`config.mk`:
```
export PLATFORM = sky130hd
export DESIGN_NAME = alu_regfile
export DESIGN_NICKNAME = d
export VERILOG_FILES = /design/src/rtl/alu_regfile.sv
export SDC_FILE = /design/constraint.sdc
export NUM_CORES = 1
export LEC_CHECK = 0
export CORE_ASPECT_RATIO = 0.6
export CORE_UTILIZATION = 30
export CTS_BUF_LIST = sky130_fd_sc_hd__clkbuf_2 sky130_fd_sc_hd__clkbuf_4 sky130_fd_sc_hd__clkbuf_8
export CTS_CLUSTER_DIAMETER = 150
export DETAILED_ROUTE_END_ITERATION = 16
export GPL_TIMING_DRIVEN = 0
export PLACE_DENSITY = 0.65
export SYNTH_ARGS = -nofsm -noshare
export SYNTH_HDL_FRONTEND = slang
export SYNTH_SLANG_ARGS = --single-unit
```
`constraint.sdc`:
```
create_clock -name clk -period 5 [get_ports clk]
set_input_delay 1.25 -clock clk [delete_from_list [all_inputs] [get_ports clk]]
set_output_delay 1.25 -clock clk [all_outputs]
set_load 0.02 [all_outputs]
```
`src/rtl/alu_regfile.sv`:
```
// Register file and writeback stage for the 8-bit ALU, with flags and a sequenced clear.
// Optional macro ALU_RF_BYPASS_EN forwards an accepted writeback to matching read ports.
//
// state   | meaning
// S_IDLE  | normal operation; writebacks accepted
// S_CLEAR | zeroing registers 1..NREGS-1, one per cycle
module alu_regfile #(
  parameter int NREGS  = 4,
  parameter int ADDR_W = 2
) (
  input  logic              clk,
  input  logic              rst_n,
  input  logic [ADDR_W-1:0] rd_addr_a,
  output logic [7:0]        rd_data_a,
  input  logic [ADDR_W-1:0] rd_addr_b,
  output logic [7:0]        rd_data_b,
  input  logic              wb_valid,
  output logic              wb_ready,
  input  logic [ADDR_W-1:0] wb_addr,
  input  logic [7:0]        wb_data,
  input  logic              clr_req,
  output logic              busy,
  output logic              clr_done,
  output logic              flag_z,
  output logic              flag_n
);

  typedef enum logic {S_IDLE = 1'b0, S_CLEAR = 1'b1} state_t;

  localparam logic [ADDR_W-1:0] LAST_ADDR = ADDR_W'(NREGS - 1);

  state_t            r_state, w_state_nxt;
  logic [ADDR_W-1:0] r_cnt, w_cnt_nxt;
  logic [7:0]        r_regs [NREGS];
  logic              r_flag_z, r_flag_n, r_clr_done;
  logic              w_xfer, w_last;
  logic [7:0]        w_stored_a, w_stored_b;

  always_comb begin
    w_state_nxt = r_state;
    w_cnt_nxt   = r_cnt;
    w_last      = 1'b0;
    busy        = 1'b0;
    wb_ready    = 1'b0;
    case (r_state)
      S_IDLE: begin
        wb_ready = !clr_req && rst_n;
        if (clr_req) begin
          w_state_nxt = S_CLEAR;
          w_cnt_nxt   = ADDR_W'(1);
        end
      end
      S_CLEAR: begin
        busy      = 1'b1;
        w_cnt_nxt = r_cnt + ADDR_W'(1);
        if (r_cnt == LAST_ADDR) begin
          w_last      = 1'b1;
          w_state_nxt = S_IDLE;
        end
      end
      default: w_state_nxt = S_IDLE;
    endcase
  end

  assign w_xfer = wb_valid && wb_ready;

  always_ff @(posedge clk) begin
    if (!rst_n) begin
      r_state    <= S_IDLE;
      r_cnt      <= '0;
      r_flag_z   <= 1'b1;
      r_flag_n   <= 1'b0;
      r_clr_done <= 1'b0;
      for (int i = 0; i < NREGS; i++) r_regs[i] <= 8'h00;
    end else begin
      r_state    <= w_state_nxt;
      r_cnt      <= w_cnt_nxt;
      r_clr_done <= w_last;
      if (r_state == S_CLEAR) r_regs[r_cnt] <= 8'h00;
      // Register 0 is never written, so it stays at its reset value of zero.
      if (w_xfer && (wb_addr != '0)) r_regs[wb_addr] <= wb_data;
      if (w_xfer) begin
        r_flag_z <= (wb_data == 8'h00);
        r_flag_n <= wb_data[7];
      end else if (w_last) begin
        r_flag_z <= 1'b1;
        r_flag_n <= 1'b0;
      end
    end
  end

  assign w_stored_a = (rd_addr_a == '0) ? 8'h00 : r_regs[rd_addr_a];
  assign w_stored_b = (rd_addr_b == '0) ? 8'h00 : r_regs[rd_addr_b];

`ifdef ALU_RF_BYPASS_EN
  // A transfer implies S_IDLE, so nothing is forwarded during a clear.
  assign rd_data_a = (w_xfer && (wb_addr != '0) && (rd_addr_a == wb_addr)) ? wb_data : w_stored_a;
  assign rd_data_b = (w_xfer && (wb_addr != '0) && (rd_addr_b == wb_addr)) ? wb_data : w_stored_b;
`else
  assign rd_data_a = w_stored_a;
  assign rd_data_b = w_stored_b;
`endif

  assign clr_done = r_clr_done;
  assign flag_z   = r_flag_z;
  assign flag_n   = r_flag_n;

endmodule

```
==> out/results.ini <==
[status]
status=completed

[sta]
slew_violations=0
rsz0062_at_grt=no
slew_headroom=0.534
fin_ws_ns=0.808
fmax_mhz=239
min_period_over_period=0.838
finalSetupViolations=0
fin_skew_ns=0.00436
setup_tns_ns=0
tightest_slew_ns=0.695
hold_viol_final=0
whs_ns=0.504
fin_crit_ns=4.19

[critical_path]
crit_chain=clkdlybuf4s50_1 > clkbuf_1 > nor3b_1 > clkdlybuf4s50_1
cp_data_required_time_ns=3.75
arrival_ns=2.94
crit_family=buffers and inverters
cp_slowest_stage_delay_ns=0.63
cp_num_buf_inv=3
critPathMaxFanout=9
worst_setup_path_start_kind=input pin
ff2ff_path_depth=4
cp_common_cell=clkdlybuf4s50_1
slowest_stage=clkdlybuf4s50_1
crit_type=in -> out
rrSetupSlack_ns=3.08
r2r_start=r_state
critPathCaptureType=output port
r2r_end=r_regs[3][5]

[layout]
layout-drive-gt1-share=0.185
fillers=506
nets=191
area_delta_synth_final_pct=31.6
multi_input_area_um2=709
seqCellArea_um2=841
antenna_cells=0

[grt]
grt_pass1_wl_um=6200
antenna_found_initial=0
overflow=0
track_usage=0.154
grt_max_degree=11
grt_pass1_vias=1179

[clock_network]
max-clock-path-buffers=2
clock_latency_ns=0.28
cts_buffers=5
htree_levels=2
cts_hold_buf=0
cts_resized=0
postCtsSetupRepairBufs=0
path_clk_slew_ns=0.07
cts_root_buffer=clkbuf_8
cts_tree=done
numClockSinks=30

[pwr]
powerDensity_nw_per_um2=288
pwr-share-seq=0.489
p_comb_frac=0.195
ir_drop_mv=0.103
switching_share=0.262
net-switching-power_mw=0.160
p_clk_frac=0.316
p_int_mw=0.449
p_leak_nw=0.808

[synthesis]
synth_compound_area_frac=0.139
yosys.cell_types.count=28
ys_warn_count=0
postSynthCellCount=131
netlist_area_um2=1610
synth-simple-area-share=0.183
synthXorXnorAreaFrac=0
syn_avg_cell_area_um2=12.3
synthMuxAreaShare=0.112
synth_nets=150
synth_top_family_by_area=simple AND/OR/NAND/NOR gates
synth_fa_ha_area_frac=0.00779
ys_ff_latch=30
yosysSeqAreaShare=0.523

[route]
avgViaCountPerCell=4.95
drc=0
routed_wl_um=3870
ant_nets=0
num_vias=1182
dr.pass1.iters=4
wl_per_cell_um=16.2
drt-initial-drc-count=47

[worst_hold_path]
hold_path_end=flag_n
hold-path-cell-count=2
hp-start=flag_n
hp-class=reg -> reg

[die]
fp-row-count=20
pin_count=39
core_area_um2=5100
start_util=0.315
die_y_um=58.7
die_area_um2=5660
die_w_um=96.5

[placement]
place.gp.congestion=0.696
dp_hpwl_um=2690
dp_worst_setup_slack_ns=0.792
portBuffers=34

[run]
maxCapViolations=0

[kinds of logic (layout without fill, tap and decap cells)]
group,count (synthesis),in the layout
compound gates,28,28
fa+ha+maj,1,1
buf+inv,11,53
flops,30,30
mux,16,16
simple gates,45,45
[Yosys cell counts]
master / instances / share of area
and3_1: 2 / 0.0078
o21a_1: 1 / 0.0047
a22o_1: 16 / 0.087
inv_1: 1 / 0.0023
o21ba_1: 2 / 0.012
clkbuf_1: 3 / 0.0070
dfxtp_1: 6 / 0.075
edfxtp_1: 24 / 0.45
o211ai_1: 1 / 0.0047
or3_1: 1 / 0.0039
buf_6: 1 / 0.0070
nand3_1: 1 / 0.0031
and2_1: 24 / 0.093
a21boi_0: 1 / 0.0047
and3b_1: 2 / 0.011
a21oi_1: 3 / 0.0093
o311a_1: 1 / 0.0062
nand3b_1: 1 / 0.0047
and4bb_4: 1 / 0.010
nor4_1: 2 / 0.0078
mux2_2: 16 / 0.11
buf_2: 6 / 0.019
o21ai_0: 3 / 0.0093
ha_1: 1 / 0.0078
nor2b_1: 3 / 0.012
nor3_2: 1 / 0.0062
nand2_1: 4 / 0.0093
nor3b_1: 3 / 0.014
[tightest hold or removal path, cell delays in order (launching register included)]
cell and delay [ns]:
dfxtp_1 0.32, nand3b_1 0.07, a21boi_0 0.07
[state kept, by name, summed over array words and instances, names as in the netlist]
name      cells
r_regs       24
flag_n        1
r_state       1
flag_z        1
r_cnt         2
clr_done      1
[layout by cell type (no fill, tap or decap), drive strengths merged, types with 3 or more instances in the layout]
cell type	Yosys	final
nor3b	3	3
o21ai	3	3
nand2	4	4
edfxtp	24	24
clkbuf	3	9
and2	24	24
mux2	16	16
a21oi	3	3
nor2b	3	3
a22o	16	16
dfxtp	6	6
buf	7	7
clkdlybuf4s50	0	34
[through the flow]
stage,area [um2],cells,power (mW),utilization
floorplan,1610,131,0.367,-
global placement,2030,231,0.420,0.398
detailed placement,2030,231,0.422,0.398
CTS,2110,239,0.613,0.414
global route,2110,239,0.636,0.414
finish,2110,239,0.609,0.414
[metal layers]
layer | wire length [um] | vias up | GRT usage
met4 | 45 | 0 | 0.0504
met1 | 1990 | 568 | 0.227
met2 | 1590 | 40 | 0.225
met3 | 239 | 5 | 0.0323
li1 | - | 569 | -
met5 | 0 | - | 0
[worst max path at each step]
stage / start / end / slack [ns] / cells after the start
5_1_grt: rst_n / wb_ready / 0.67 / 4
2_1_floorplan: rd_addr_a[1] / rd_data_a[4] / 1.69 / 3
4_1_cts: rst_n / wb_ready / 0.79 / 4
3_5_place_dp: rst_n / wb_ready / 0.79 / 4
6_report: rst_n / wb_ready / 0.81 / 4
3_3_place_gp: rst_n / wb_ready / 0.82 / 4
[layout make-up]
type,instances,share of cell area
multi-input combinational,90,0.336
clock buffer,6,0.0361
inverter,1,0.00178
clock inverter,2,0.00414
tap,66,0.0391
timing repair buffer,34,0.161
buffer,10,0.0249
sequential,30,0.398
[power by group through the flow]
| stage | clock, mW | sequential [mW] | combinational (mW) |
|---|---|---|---|
| global route | 0.208 | 0.300 | 0.128 |
| detailed placement | 0 | 0.303 | 0.120 |
| CTS | 0.196 | 0.297 | 0.120 |
| global placement | 0 | 0.302 | 0.118 |
| floorplan | 0 | 0.301 | 0.0659 |
| finish | 0.192 | 0.298 | 0.119 |
No activity file was read; power rests on OpenSTA's default activity.
